<file path="config.mk">
export PLATFORM = sky130hd
export DESIGN_NAME = pickup_sequencer
export DESIGN_NICKNAME = d
export VERILOG_FILES = /design/src/rtl/pickup_pkg.sv /design/src/rtl/servo_pwm.sv /design/src/rtl/pickup_sequencer.sv
export SDC_FILE = /design/constraint.sdc
export NUM_CORES = 1
export LEC_CHECK = 0
export CAP_MARGIN = 0
export CORE_ASPECT_RATIO = 1.75
export CORE_MARGIN = 4
export CORE_UTILIZATION = 45
export CTS_CLUSTER_SIZE = 16
export DETAILED_ROUTE_END_ITERATION = 10
export PLACE_DENSITY_LB_ADDON = 0.25
export REMOVE_ABC_BUFFERS = 1
export SYNTH_ARGS = -nofsm -noshare
export SYNTH_HDL_FRONTEND = slang
export SYNTH_SLANG_ARGS = --single-unit
</file>
<file path="constraint.sdc">
create_clock -name clk -period 6.8 [get_ports clk]
set_input_delay 1.36 -clock clk [delete_from_list [all_inputs] [get_ports clk]]
set_output_delay 1.36 -clock clk [all_outputs]
set_load 0.02 [all_outputs]
</file>
<file path="src/rtl/pickup_pkg.sv">
// Shared state encodings and arm-position codes for the pickup sequencer.
package pickup_pkg;

  typedef enum logic [2:0] {
    IDLE     = 3'd0,
    DRIVE    = 3'd1,
    SETTLE   = 3'd2,
    LOWER    = 3'd3,
    GRAB     = 3'd4,
    RAISE    = 3'd5,
    COOLDOWN = 3'd6
  } state_t;

  localparam logic ARM_UP   = 1'b0;
  localparam logic ARM_DOWN = 1'b1;

  function automatic int unsigned max2(input int unsigned a, input int unsigned b);
    return (a > b) ? a : b;
  endfunction

endpackage

</file>
<file path="src/rtl/servo_pwm.sv">
// Free-running servo PWM; the pulse width is re-latched only at the start of each period.
module servo_pwm #(
  parameter int unsigned PERIOD = 1_000_000,
  parameter int unsigned W_UP   = 50_000,
  parameter int unsigned W_DOWN = 100_000
) (
  input  logic clk,
  input  logic rst,
  input  logic width_sel,
  output logic pwm_out
);
  import pickup_pkg::*;

  localparam int unsigned CW = (PERIOD > 1) ? $clog2(PERIOD) : 1;

  logic [CW-1:0] cnt, cnt_n;
  logic [CW-1:0] wid, wid_n;

  always_comb begin
    cnt_n = (cnt == CW'(PERIOD - 1)) ? '0 : cnt + CW'(1);
    wid_n = wid;
    if (cnt_n == '0) begin
      wid_n = (width_sel == ARM_DOWN) ? CW'(W_DOWN) : CW'(W_UP);
    end
  end

  always_ff @(posedge clk or posedge rst) begin
    if (rst) begin
      cnt     <= '0;
      wid     <= CW'(W_UP);
      pwm_out <= 1'b0;
    end else begin
      cnt     <= cnt_n;
      wid     <= wid_n;
      pwm_out <= (cnt_n < wid_n);
    end
  end

endmodule

</file>
<file path="src/rtl/pickup_sequencer.sv">
// Pickup sequencer: debounced colour trigger, stop/lower/grab/raise arm sequence, cooldown.
module pickup_sequencer #(
  parameter int unsigned DEB_CYC    = 50_000,
  parameter int unsigned SETTLE_CYC = 25_000_000,
  parameter int unsigned ARM_CYC    = 25_000_000,
  parameter int unsigned GRAB_CYC   = 12_500_000,
  parameter int unsigned COOL_CYC   = 50_000_000,
  parameter int unsigned PWM_PERIOD = 1_000_000,
  parameter int unsigned SERVO_UP   = 50_000,
  parameter int unsigned SERVO_DOWN = 100_000
) (
  input  logic       clk,
  input  logic       rst,
  input  logic [1:0] ir_state,
  output logic       motor_en,
  output logic       magnet_en,
  output logic       servo_pwm,
  output logic       busy,
  output logic [3:0] pick_count,
  output logic [2:0] state_dbg
);
  import pickup_pkg::*;

  localparam int unsigned MAXC = max2(max2(max2(DEB_CYC, SETTLE_CYC), max2(ARM_CYC, GRAB_CYC)),
                                      COOL_CYC);
  localparam int unsigned TW   = (MAXC > 1) ? $clog2(MAXC) : 1;

  state_t        state, state_n;
  logic [TW-1:0] timer;
  logic [TW-1:0] deb;
  logic          stop_lat;
  logic          arm_dn;
  logic          run, col;

  assign run       = ir_state[1];
  assign col       = ir_state[0];
  assign state_dbg = 3'(state);

  // Next-state selection; once the arm has started down, a stop always finishes RAISE first.
  always_comb begin
    state_n = state;
    case (state)
      IDLE:     if (run) state_n = DRIVE;
      DRIVE: begin
        if (!run)                                      state_n = IDLE;
        else if (col && (deb == TW'(DEB_CYC - 1)))     state_n = SETTLE;
      end
      SETTLE: begin
        if (!run)                                      state_n = IDLE;
        else if (timer == TW'(SETTLE_CYC - 1))         state_n = LOWER;
      end
      LOWER: begin
        if (!run)                                      state_n = RAISE;
        else if (timer == TW'(ARM_CYC - 1))            state_n = GRAB;
      end
      GRAB: begin
        if (!run)                                      state_n = RAISE;
        else if (timer == TW'(GRAB_CYC - 1))           state_n = RAISE;
      end
      RAISE: begin
        if (timer == TW'(ARM_CYC - 1))
          state_n = (stop_lat || !run) ? IDLE : COOLDOWN;
      end
      COOLDOWN: begin
        if (!run)                                      state_n = IDLE;
        else if (timer == TW'(COOL_CYC - 1))           state_n = DRIVE;
      end
      default:                                         state_n = IDLE;
    endcase
  end

  // State, counters and outputs registered from the next state so outputs track the state register.
  always_ff @(posedge clk or posedge rst) begin
    if (rst) begin
      state      <= IDLE;
      timer      <= '0;
      deb        <= '0;
      stop_lat   <= 1'b0;
      pick_count <= 4'd0;
      motor_en   <= 1'b0;
      magnet_en  <= 1'b0;
      busy       <= 1'b0;
      arm_dn     <= ARM_UP;
    end else begin
      state <= state_n;
      timer <= ((state_n != state) || (state_n == IDLE) || (state_n == DRIVE))
               ? '0 : timer + TW'(1);
      deb   <= ((state == DRIVE) && (state_n == DRIVE) && col) ? deb + TW'(1) : '0;

      if (state == IDLE)
        stop_lat <= 1'b0;
      else if (!run && ((state == LOWER) || (state == GRAB) || (state == RAISE)))
        stop_lat <= 1'b1;

      if ((state == RAISE) && (state_n == COOLDOWN) && (pick_count != 4'd15))
        pick_count <= pick_count + 4'd1;

      if (state_n == GRAB)
        magnet_en <= 1'b1;
      else if (state_n == IDLE)
        magnet_en <= 1'b0;

      motor_en <= (state_n == DRIVE) || (state_n == COOLDOWN);
      busy     <= state_n inside {SETTLE, LOWER, GRAB, RAISE};
      arm_dn   <= ((state_n == LOWER) || (state_n == GRAB)) ? ARM_DOWN : ARM_UP;
    end
  end

  servo_pwm #(
    .PERIOD (PWM_PERIOD),
    .W_UP   (SERVO_UP),
    .W_DOWN (SERVO_DOWN)
  ) u_servo (
    .clk       (clk),
    .rst       (rst),
    .width_sel (arm_dn),
    .pwm_out   (servo_pwm)
  );

endmodule

</file>
==> flow_metrics.tcl <==
set metrics [dict create \
    clock.fmax_mhz 205 \
    clkLatencyLatePin_ns 0.34 \
    sw_frac_of_total 0.240 \
    design.core.area_um2 12600 \
    netlist_instances 586 \
    cts-hold-fix-buffers 0 \
    synth_cell_types 59 \
    cp_max_fo 21 \
    wire_per_inst_um 15.1 \
    fin_area_um2 6410 \
    grt_pass1_vias 4250 \
    power_density_nw_per_um2 207 \
    grt_overflow 0 \
    hold_path_startpoint "u_servo.wid[7]$_DFF_PP0_" \
    startpoint "u_servo.cnt[2]$_DFF_PP0_" \
    power.clock.fraction 0.433 \
    fp.dieH_um 158 \
    tns_ns 0 \
    antenna_cells 0 \
    grt_max_degree 71 \
    area_delta_synth_final_pct 10.2 \
    ys_seq_area_frac 0.453 \
    maxCapViolCount 0 \
    die_area_um2 14900 \
    drv_slew 0 \
    cts_setup_buffers 0 \
    async_flop_share 1.00 \
    ff_latch_area_um2 2640 \
    synth_warnings 0 \
    leakage_nw 2.68 \
    critical-path-max-stage-delay_ns 0.73 \
    gp_congestion 0.895 \
    crit_family "simple AND/OR/NAND/NOR gates" \
    setup_violations 0 \
    startpoint_type "flop" \
    p_total_mw 1.33 \
    syn-cell-area_um2 5810 \
    cts_made_buffers 9 \
    crit_path_end_kind "flop" \
    dp_hpwl_mm 8.43 \
    placedInstanceArea_um2 6070 \
    maxSlewHeadroom 0.387 \
    avgSynthCellArea_um2 9.92 \
    fp.dieW_um 93.9 \
    post_cts_resized 0 \
    worst_pin_slew_ns 0.920 \
    worst-path-stages 16 \
    multiInputGateArea_um2 3020 \
    post-route-min-period_ns 4.89 \
    fillers 1165 \
    ios 15 \
    cpMaxStageDelayCell "nor3_4" \
    cts_buffer_depth 2 \
    final_core_util 0.510 \
    critical_path_buf_inv_count 1 \
    min_period_over_period 0.719 \
    irDropWorstVdd_mv 0.124 \
    start_util 0.462 \
    place.port_buffers 14 \
    grt_setup_unrepaired "false" \
    yosysTopAreaCell "dfrtp_1" \
    r2r_start "u_servo.cnt[2]$_DFF_PP0_" \
    hold_viol 0 \
    via_count 4160 \
    vias_per_cell 5.45 \
    grt_first_pass_wirelength_mm 20.2 \
    row_count 54 \
    wirelength_mm 11.5 \
    r2r_cells 16 \
    drive_above_1_share 0.0621 \
    power_frac_seq 0.492 \
    synth-edff-count 0 \
    clk_pin_slew_worst_paths_ns 0.07 \
    synth.area.top_cells "dfrtp_1 43%, xnor2_1 5.9%, nor2_1 5.6%" \
    htreeDepth 3 \
    ys_ff_latch 105 \
    synthFlopType "dfrtp_1" \
    clock-sinks 105 \
    layout.nets 618 \
    cp_cell_sequence "and4_1 > nand3b_1 > and4b_1 > a21oi_1 > or4_4 > nor3_4 > buf_4 > nand2b_1 > ha_1 > a21o_1 > a21o_1 > a21oi_1 > o21ai_0 > nand3_1 > nand3_1 > a221oi_1" \
    worstPathRequired_ns 7.04 \
    critPathKind "flop to flop" \
    hold_depth 1 \
    cp.arrival_ns 5.13 \
    drtPass1Iterations 4 \
    p_sw_uw 319 \
    cts_tree "yes" \
    yosysTopAreaCellShare 0.426 \
    p_comb_frac 0.075 \
    hold_path.class "flop to flop" \
    antenna_found_initial 0 \
    p_int_mw 1.01 \
    remaining_drc_errors 0 \
    drtAntennaViolNets 0 \
    finalClockSkew_ns 0.00684 \
    grt_usage 0.170 \
    drt-initial-drc-count 144 \
    cts_root_buffer "clkbuf_16" \
    status "completed" \
]
flip-flops by register name, summed over array words and instances, names as in the netlist:
signal,count
u_servo.wid,20
pick_count,4
timer,26
state_dbg,3
busy,1
motor_en,1
u_servo.pwm_out,1
u_servo.cnt,20
arm_dn,1
magnet_en,1
deb,26
stop_lat,1
Yosys cell counts (4+ instances only):
cell type,instances
dfrtp_1,99
nor2_1,87
xnor2_1,39
nand2_1,34
nand3_1,31
xor2_1,30
ha_1,23
and3_1,21
nand4_1,21
nor2b_1,15
inv_1,13
nand2b_1,13
mux2i_1,11
a21oi_1,10
and4_1,10
o21ai_0,10
buf_2,9
nor3_1,9
clkbuf_1,8
mux2_1,8
a21o_1,7
nor4bb_1,7
dfstp_2,6
nor4_1,6
or3_1,4
or4_1,4
placed cells by master (no fill, tap or decap), types with 4 or more instances in the layout:
master and count:
clkdlybuf4s50_1 14, clkbuf_16 9, a21o_1 7, and4_1 10
or4_1 4, nor3_1 9, nor4_1 6, mux2i_1 11
or3_1 4, nand2_1 34, nand2b_1 13, xnor2_1 39
dfrtp_1 99, ha_1 23, o21ai_0 10, dfstp_2 6
and3_1 21, mux2_1 8, nand4_1 21, inv_1 12
nor4bb_1 7, nor2b_1 15, a21oi_1 10, nand3_1 31
xor2_1 30, nor2_1 87
logic make-up after synthesis:
group | synth area share
flops | 0.453
buf+inv | 0.0278
simple gates | 0.271
fa+ha+maj | 0.0495
compound gates | 0.0575
xor+xnor | 0.104
mux | 0.0364
final cells by class:
cell class                      instances  area share
Multi-Input combinational cell        446       0.471
Sequential cell                       105       0.411
Clock buffer                           10      0.0373
Tap cell                              168      0.0328
Timing Repair Buffer                   16      0.0242
Clock inverter                          6      0.0158
Inverter                               13     0.00801
stage by stage:
step	std cells	setup slack (ns)	hold WS (ns)
detailed placement	748	1.95	0.474
global route	764	1.52	0.515
CTS	764	1.92	0.490
floorplan	564	2.40	0.448
global placement	748	2.07	0.468
finish	764	1.91	0.488
worst register-to-register path, cell delays in order (launching register included):
cell and delay, ns:
dfrtp_1 0.47, and4_1 0.41, nand3b_1 0.14, and4b_1 0.58, a21oi_1 0.15, or4_4 0.58, nor3_4 0.74, buf_4 0.36
nand2b_1 0.14, ha_1 0.24, a21o_1 0.18, a21o_1 0.17, a21oi_1 0.16, o21ai_0 0.11, nand3_1 0.09, nand3_1 0.07
a221oi_1 0.21
layer usage:
| layer | wire [um] | up-vias | track usage |
|---|---|---|---|
| li1 | - | 2067 | - |
| met1 | 5010 | 2035 | 0.207 |
| met2 | 6080 | 42 | 0.303 |
| met3 | 231 | 16 | 0.0241 |
| met4 | 214 | 0 | 0.0668 |
| met5 | 0 | - | 0 |
power by group through the flow:
stage	Combinational (mW)	Clock (mW)	Sequential, mW
2_1_floorplan	0.0559	0	0.670
3_3_place_gp	0.102	0	0.665
3_5_place_dp	0.102	0	0.666
4_1_cts	0.103	0.593	0.654
5_1_grt	0.113	0.619	0.657
6_report	0.100	0.575	0.654
path summary, 6_finish.rpt:
kind / endpoint / slack (ns)
hold reg to reg: u_servo.wid[7]$_DFF_PP0_ / 0.49
setup / recovery: u_servo.pwm_out$_DFF_PP0_ / 1.91
min in group asynchronous: pick_count[0]$_DFFE_PP0P_ / 1.38
hold / removal: u_servo.wid[7]$_DFF_PP0_ / 0.49
setup reg to reg: u_servo.pwm_out$_DFF_PP0_ / 1.91
max in group asynchronous: u_servo.cnt[6]$_DFF_PP0_ / 4.21
Note: power is estimated with default switching activity, not from simulation.
